===== src/rtl/edge_sync_pkg.sv =====
// Shared constants and helpers for the multi-channel edge pulse synchroniser.
package edge_sync_pkg;

   localparam int EDGE_RISE = 0;
   localparam int EDGE_FALL = 1;
   localparam int EDGE_BOTH = 2;

   function automatic int clog2(input int value);
      int r;
      r = 0;
      while ((1 << r) < value) r++;
      return r;
   endfunction

endpackage


===== src/rtl/edge_sync_chan.sv =====
// One channel: synchroniser chain, persistence filter, edge pulse and
// saturating event counter with sticky overflow.
module edge_sync_chan
   import edge_sync_pkg::*;
#(
   parameter int SYNC_STAGES = 2,
   parameter int FILTER      = 3,
   parameter int EDGE_MODE   = EDGE_RISE,
   parameter int CNT_W       = 8
) (
   input  logic             clk_i,
   input  logic             rst_n_i,
   input  logic             din_i,
   input  logic             clr_i,
   output logic             dout_o,
   output logic             level_o,
   output logic [CNT_W-1:0] cnt_o,
   output logic             ovf_o
);

   localparam int FCNT_W = (clog2(FILTER) < 1) ? 1 : clog2(FILTER);
   localparam logic [FCNT_W-1:0] FCNT_LAST = FCNT_W'(FILTER - 1);

   logic [SYNC_STAGES-1:0] sync_q;
   logic [FCNT_W-1:0]      fcnt_q, fcnt_d;
   logic                   level_q, level_d;
   logic                   dout_q, dout_d;
   logic [CNT_W-1:0]       cnt_q, cnt_d;
   logic                   ovf_q, ovf_d;
   logic                   mismatch, accept;
   logic [CNT_W-1:0]       cnt_base;

   always_comb begin
      mismatch = sync_q[SYNC_STAGES-1] ^ level_q;
      accept   = mismatch && (fcnt_q == FCNT_LAST);
      fcnt_d   = (mismatch && !accept) ? fcnt_q + FCNT_W'(1) : '0;
      level_d  = level_q ^ accept;
      dout_d   = accept && ((EDGE_MODE == EDGE_BOTH) ||
                            (EDGE_MODE == EDGE_RISE && !level_q) ||
                            (EDGE_MODE == EDGE_FALL &&  level_q));
      // Clear takes effect first so a coincident event still counts as one.
      cnt_base = clr_i ? '0 : cnt_q;
      ovf_d    = clr_i ? 1'b0 : ovf_q;
      cnt_d    = cnt_base;
      if (dout_d) begin
         if (&cnt_base) ovf_d = 1'b1;
         else           cnt_d = cnt_base + CNT_W'(1);
      end
   end

   always_ff @(posedge clk_i or negedge rst_n_i) begin
      if (!rst_n_i) begin
         sync_q  <= '0;
         fcnt_q  <= '0;
         level_q <= 1'b0;
         dout_q  <= 1'b0;
         cnt_q   <= '0;
         ovf_q   <= 1'b0;
      end else begin
         sync_q  <= {sync_q[SYNC_STAGES-2:0], din_i};
         fcnt_q  <= fcnt_d;
         level_q <= level_d;
         dout_q  <= dout_d;
         cnt_q   <= cnt_d;
         ovf_q   <= ovf_d;
      end
   end

   assign dout_o  = dout_q;
   assign level_o = level_q;
   assign cnt_o   = cnt_q;
   assign ovf_o   = ovf_q;

endmodule


===== src/rtl/multi_edge_pulse_sync.sv =====
// Multi-channel asynchronous-input edge detector: one edge_sync_chan per bit,
// counters flattened onto a single bus.
module multi_edge_pulse_sync
   import edge_sync_pkg::*;
#(
   parameter int WIDTH       = 4,
   parameter int SYNC_STAGES = 2,
   parameter int FILTER      = 3,
   parameter int EDGE_MODE   = EDGE_RISE,
   parameter int CNT_W       = 8
) (
   input  logic                   clk_i,
   input  logic                   rst_n_i,
   input  logic [WIDTH-1:0]       din_i,
   input  logic                   clr_i,
   output logic [WIDTH-1:0]       dout_o,
   output logic [WIDTH-1:0]       level_o,
   output logic [WIDTH*CNT_W-1:0] cnt_o,
   output logic [WIDTH-1:0]       ovf_o
);

   if (EDGE_MODE < EDGE_RISE || EDGE_MODE > EDGE_BOTH || SYNC_STAGES < 2 || FILTER < 1)
   begin : g_bad_param
      $error("multi_edge_pulse_sync: illegal EDGE_MODE, SYNC_STAGES or FILTER");
   end

   for (genvar i = 0; i < WIDTH; i++) begin : g_chan
      edge_sync_chan #(
         .SYNC_STAGES (SYNC_STAGES),
         .FILTER      (FILTER),
         .EDGE_MODE   (EDGE_MODE),
         .CNT_W       (CNT_W)
      ) u_chan (
         .clk_i   (clk_i),
         .rst_n_i (rst_n_i),
         .din_i   (din_i[i]),
         .clr_i   (clr_i),
         .dout_o  (dout_o[i]),
         .level_o (level_o[i]),
         .cnt_o   (cnt_o[i*CNT_W +: CNT_W]),
         .ovf_o   (ovf_o[i])
      );
   end

endmodule


===== config.mk =====
export PLATFORM = sky130hd
export DESIGN_NAME = multi_edge_pulse_sync
export DESIGN_NICKNAME = d
export VERILOG_FILES = /design/src/rtl/edge_sync_pkg.sv /design/src/rtl/edge_sync_chan.sv /design/src/rtl/multi_edge_pulse_sync.sv
export SDC_FILE = /design/constraint.sdc
export NUM_CORES = 1
export LEC_CHECK = 0
export CORE_MARGIN = 10
export CORE_UTILIZATION = 47
export DETAILED_ROUTE_END_ITERATION = 7
export PLACE_DENSITY_LB_ADDON = 0.12
export SETUP_SLACK_MARGIN = 0.4
export SYNTH_ARGS = -nofsm -noshare
export SYNTH_HDL_FRONTEND = slang
export SYNTH_SLANG_ARGS = --single-unit
export TNS_END_PERCENT = 30

===== constraint.sdc =====
create_clock -name clk_i -period 1.48 [get_ports clk_i]
set_input_delay 0.148 -clock clk_i [delete_from_list [all_inputs] [get_ports clk_i]]
set_output_delay 0.148 -clock clk_i [all_outputs]
set_load 0.03 [all_outputs]

== After elaboration in Yosys (flattened, before gate mapping) ==
Index checks and enable logic that the tools add are counted.
Widths: inputs -> output; s select.
Word-level totals
  ROM bits: 0
  memory bits (writable): 0
  word-level logic and storage cells: 96
  latch bits: 0
  output and inout port bits: 44
  input port bits: 7
  bits in registers: 60
  memories: 0
Cells by class
  multiply operators: 0
  reduce and logical (&&, ||, !) cells: 24
  bitwise logic cells: 8
  mux-type cells: 28
  $lt $le $gt $ge: 0
  equal/unequal tests: 4
  divide/modulo/power cells: 0
  shift-type cells: 0
  add/subtract/negate cells: 8
Operators with widths (count)
  $mux 8: 12
  $add 8x1->8 const B: 4
  $reduce_and 8->1: 4
  $logic_and 1x1->1: 12
  $mux 1: 12
  $add 2x1->2 const B: 4
  $eq 2x2->1 const B: 4
  $logic_not 1->1: 8
  $mux 2: 4
  $xor 1x1->1: 8

== Longest topological paths before layout ==
  depth in word-level cells: 5
  gate-level depth with buffers: 7
  mapped depth without buffers: 7

== By module ==
Synthesis repeated with hierarchy kept, for this count alone.
Unflattened totals
  cell total of the unflattened synthesis: 244
  area, all modules: 2727.6 sq um
Modules (own cells, without submodules)
  edge_sync_chan: instances 4, sequential area each 375.4 sq um, cells each 61, area an instance 681.9 sq um

== Worst setup path before layout ==
No wires, ideal clock.
  kind: flip-flop to flip-flop
  start point: register g_chan[0].u_chan.cnt_q[2]
  end point: register g_chan[0].u_chan.cnt_q[2]
  library setup time: 128 ps
  path slack: 58 ps
  path buffers: 0
  data required time: 1352 ps
  arrival: 1294 ps
  period minus slack after synthesis: 1422 ps
  stages on the path, launching flop included: 5
  cells stage by stage: dfrtp_1 nand4_1 nor2_1 nor3_2 mux2_1
On the way
  cells in the longest elaborated chain, start to end: 4
  elaborated cells on any way between the ends: 5
  classes of those cells: add/sub: 1; mux: 3; reduce/logical: 1
Ends and longest elaborated chain
  start, declared: RTL line edge_sync_chan.sv:28  | logic [CNT_W-1:0] cnt_q, cnt_d;
  start signal, assigned: RTL line edge_sync_chan.sv:64  | cnt_q <= cnt_d;
  $mux 8 *: RTL line edge_sync_chan.sv:42  | cnt_base = clr_i ? '0 : cnt_q;
  $add 8x1->8 or $reduce_and 8->1 (tied branches): RTL line edge_sync_chan.sv:47, edge_sync_chan.sv:46
  $mux 8: RTL line edge_sync_chan.sv:46  | if (&cnt_base) ovf_d = 1'b1;
  $mux 8 *: RTL line edge_sync_chan.sv:45  | if (dout_d) begin
  via g_chan[0].u_chan.cnt_d[2]: RTL line edge_sync_chan.sv:28
The timed path passes the listed nets; every way through them passes the cells marked *.

== Worst setup path after layout ==
  start point: register g_chan[3].u_chan.fcnt_q[0]
  end point: register g_chan[3].u_chan.cnt_q[5]
On the way
  cells in the longest elaborated chain, start to end: 4
Ends and longest elaborated chain
  start, declared: RTL line edge_sync_chan.sv:25  | logic [FCNT_W-1:0] fcnt_q, fcnt_d;
  start signal, assigned: RTL line edge_sync_chan.sv:61  | fcnt_q <= fcnt_d;
  $eq 2x2->1: RTL line edge_sync_chan.sv:35  | accept = mismatch && (fcnt_q == FCNT_LAST);
  $logic_and 1x1->1: RTL line edge_sync_chan.sv:35
  $logic_and 1x1->1: RTL line edge_sync_chan.sv:38  | dout_d = accept && ((EDGE_MODE == EDGE_BOTH) ||
  $mux 8: RTL line edge_sync_chan.sv:45
  via g_chan[3].u_chan.cnt_d[5]: RTL line edge_sync_chan.sv:28
  end signal, assigned: RTL line edge_sync_chan.sv:64
  end, declared: RTL line edge_sync_chan.sv:28
The timed path passes the listed nets, and every way through them passes these cells.

==> impl_metrics.yaml <==
status:
  status: "finished clean"
finish:
  layout-drive-gt1-share: 0.547
  final_common_cell: "buf_4"
  insertedDiodeCount: 0
  design.final.nets: 350
  layout.cells.most_common_list: "41 x buf_4, 40 x buf_6, 35 x dfrtp_1, 34 x nor2_1, 25 x dfrtp_2"
  seq_area_um2: 1530
  multi_input_comb_area_um2: 1310
  synthToLayoutAreaGrowth_pct: 50.1
  fill_cells: 392
  final-instance-count-excl-fill: 416
pwr:
  pwr_density_cell_nw_per_um2: 1190
  worst_ir_drop_vdd_v: 0.000775
  design_power_total_mw: 4.84
  power_leakage_nw: 1.98
clock_network:
  htree_num_levels: 3
  clock_sinks: 60
  cts_tree: "built"
  ctsRootBufferMaster: "clkbuf_8"
  clkSlewWorstSetupHoldPaths_ps: 70
  cts_inserted_buffers: 9
  clockBufferDepth: 2
  clock_insertion_delay_worst_skew_ps: 330
global_routing:
  grt_busiest_layer: "met2"
  grt_first_pass_wirelength_um: 9520
  antenna_violations_before_repair: 0
  grt-ovfl-total: 0
  grt.met3_usage: 0.0521
  grt_start_max_net_pins: 61
  first_global_vias: 2011
  met2_usage: 0.193
  grt_use_total: 0.132
  grt.met1_usage: 0.166
timing:
  maxSlewHeadroom: 0.766
  timing.final.crit_share: 0.971
  setup_ws_ps: 43.3
  rsz0062_at_grt: "yes"
  finalSetupViolCount: 0
  worst-slew-pin-transition_ps: 351
  report.final.hold_viol_count: 0
  finalMaxSlewViolations: 0
  post-route-min-period_ps: 1440
  worst_clock_skew_ps: 10.2
  achievable-frequency_ghz: 0.696
logic_synthesis:
  avgSynthCellArea_um2: 10.9
  synth_cells: 248
  yosysSeqAreaShare: 0.553
  synth-compound-area-share: 0.109
  synthDominantAreaCellType: "dfrtp_1"
  synth.area.top_cells: "dfrtp_1 55%, nor2_1 5.3%, a21oi_1 3.5%"
  synth.ff_latch_count: 60
  synth_simple_gate_area_frac: 0.215
  yosys.area_share.xor_xnor: 0.0290
  synth.net_count: 259
  synth.lib_cells_used.distinct: 40
  largest_family_of_logic_cells_by_synthesized_area: "simple AND/OR/NAND/NOR gates"
  synth_warn: 0
  synth.cell_area_um2: 2710
  synth.mux.area_fraction: 0.0207
  synth_top_area_share: 0.553
  adder_and_majority_gate_portion_of_the_synthesized_area: 0.0184
worst_setup_path:
  worst_r2r_end: "g_chan[3].u_chan.cnt_o[5]$_DFF_PN0_"
  endpoint: "g_chan[3].u_chan.cnt_o[5]$_DFF_PN0_"
  timing.rr.start: "g_chan[3].u_chan.fcnt_q[0]$_DFF_PN0_"
  worstSetupStartpointType: "flip-flop"
  timing.reg2reg.worst_path_depth: 6
  setup.worst_path.class: "reg2reg"
  setup.reg_to_reg.worst_slack_ps: 40
  critical_path_peak_fanout: 7
  critPathRequiredTime_ps: 1700
  critical_path_arrival_ps: 1650
  cp-end-kind: "flip-flop"
  critical_path.startpoint: "g_chan[3].u_chan.fcnt_q[0]$_DFF_PN0_"
floorplan:
  design.die.area_um2: 9210
  io_pins: 51
  initial_core_util: 0.490
  floorplan.rows: 27
  fp.dieW_um: 96.0
  core_region_area_um2: 5540
  chipHeight_um: 96.0
flow_run:
  cap_viol_max_count: 0
hold_path:
  holdCritPathClass: "in2reg"
placement:
  placedCellCount: 366
  detailed_placement_wirelength_estimate_um: 3810
  buffer_ports.inserted: 50
  dp_slack_ps: -63.8
  routabilityCongestion: 0.770
routing:
  via_per_inst: 5.21
  wire_per_inst_um: 15.0
  vias: 2167
  drt.antenna.violating_nets: 0
  post-route-drc-count: 0
  drt_iter0_markers: 127
  first_pass_detailed_route_iteration_total: 4
  drt-total-wl_um: 6230
[final cells by class]
cell class	instances	share of cell area
multi-input cells	162	0.322
repair buffers	96	0.216
clock inverters	5	0.0184
well taps	72	0.0221
clock buffers	11	0.0347
flip-flops and latches	60	0.376
inverters	10	0.0111
[metal layers]
metal	wire length (µm)	vias up	share of wire
li1	-	1048	-
met1	2730	1065	0.44
met2	3020	48	0.49
met3	408	6	0.065
met4	75	0	0.012
met5	0	-	0
[sequential cells by signal, summed over array words and instances, names as in the netlist, named ones only]
| name | cells |
|---|---|
| g_chan.u_chan.sync_q | 8 |
| g_chan.u_chan.dout_o | 4 |
| g_chan.u_chan.cnt_o | 32 |
| g_chan.u_chan.fcnt_q | 8 |
| g_chan.u_chan.ovf_o | 4 |
[repair_timing]
action                                  in CTS  in global routing
endpoints found under the setup margin      84                 84
pin swaps                                    9                 39
gates cloned                                 0                  0
buffers inserted                            20                 13
endpoints found under the hold margin       60                  0
gates resized for setup                    184                147
hold buffers                                 1                  0
[kinds of logic (layout without fill, tap and decap cells)]
logic type	Yosys count	count (layout)
mux	5	5
flops	60	60
compound gates	44	44
simple gates	100	100
buf+inv	26	122
xor+xnor	9	9
fa+ha+maj	4	4
[worst max-delay path: stages (launching register included)]
cell and delay, ps:
dfrtp_1 390, inv_2 70, ha_4 150, nand4b_4 140, nor3_4 280, and3_1 230, nor3_2 40
[per-stage QoR]
stage	area (µm²)	hold WS [ps]	utilization	TNS, ps
finish	4070	253	0.735	0
global route	4070	242	0.735	-95.3
CTS	3740	243	0.676	0
detailed placement	3370	179	0.608	-144
global placement	3370	182	0.608	0
floorplan	2790	-148	-	0
[worst min-delay path by stage]
stage | to | cells past startpoint | start
CTS | g_chan[3].u_chan.sync_q[0]$_DFF_PN0_ | 1 | din_i[3]
floorplan | asynchronous set/reset pin | 0 | rst_n_i
global route | g_chan[0].u_chan.sync_q[0]$_DFF_PN0_ | 1 | din_i[0]
global placement | g_chan[0].u_chan.sync_q[0]$_DFF_PN0_ | 2 | rst_n_i
finish | g_chan[3].u_chan.sync_q[0]$_DFF_PN0_ | 1 | din_i[3]
detailed placement | g_chan[0].u_chan.cnt_o[7]$_DFF_PN0_ | 2 | rst_n_i
[synth_stat cells]
master     instances
a211oi_1           8
a211oi_2           1
a21boi_0           1
a21o_1             2
a21oi_1           19
a311oi_1           3
a31o_2             1
a31oi_1            3
a41oi_1            1
and2_1             1
and3_1             5
and3_2             1
and3b_1            2
buf_2              3
buf_4             12
clkbuf_1           1
dfrtp_1           60
ha_1               4
inv_1             10
mux2_1             1
mux2_2             4
nand2_1           14
nand2b_1           4
nand3_1            6
nand3b_1           1
nand3b_4           3
nand4_1            2
nand4b_1           1
nand4b_4           1
nor2_1            38
nor2b_1            5
nor3_1             9
nor3_2             5
nor3_4             2
o2111ai_1          1
o2111ai_2          1
o211ai_1           2
o21ai_0            1
xnor2_1            1
xor2_1             8
[where the power goes]
group / internal [mW] / switching (mW) / total [mW]
clock network: 0.986 / 0.630 / 1.62
registers: 1.83 / 0.182 / 2.01
logic: 0.620 / 0.592 / 1.21
No activity file was read; power rests on OpenSTA's default activity.
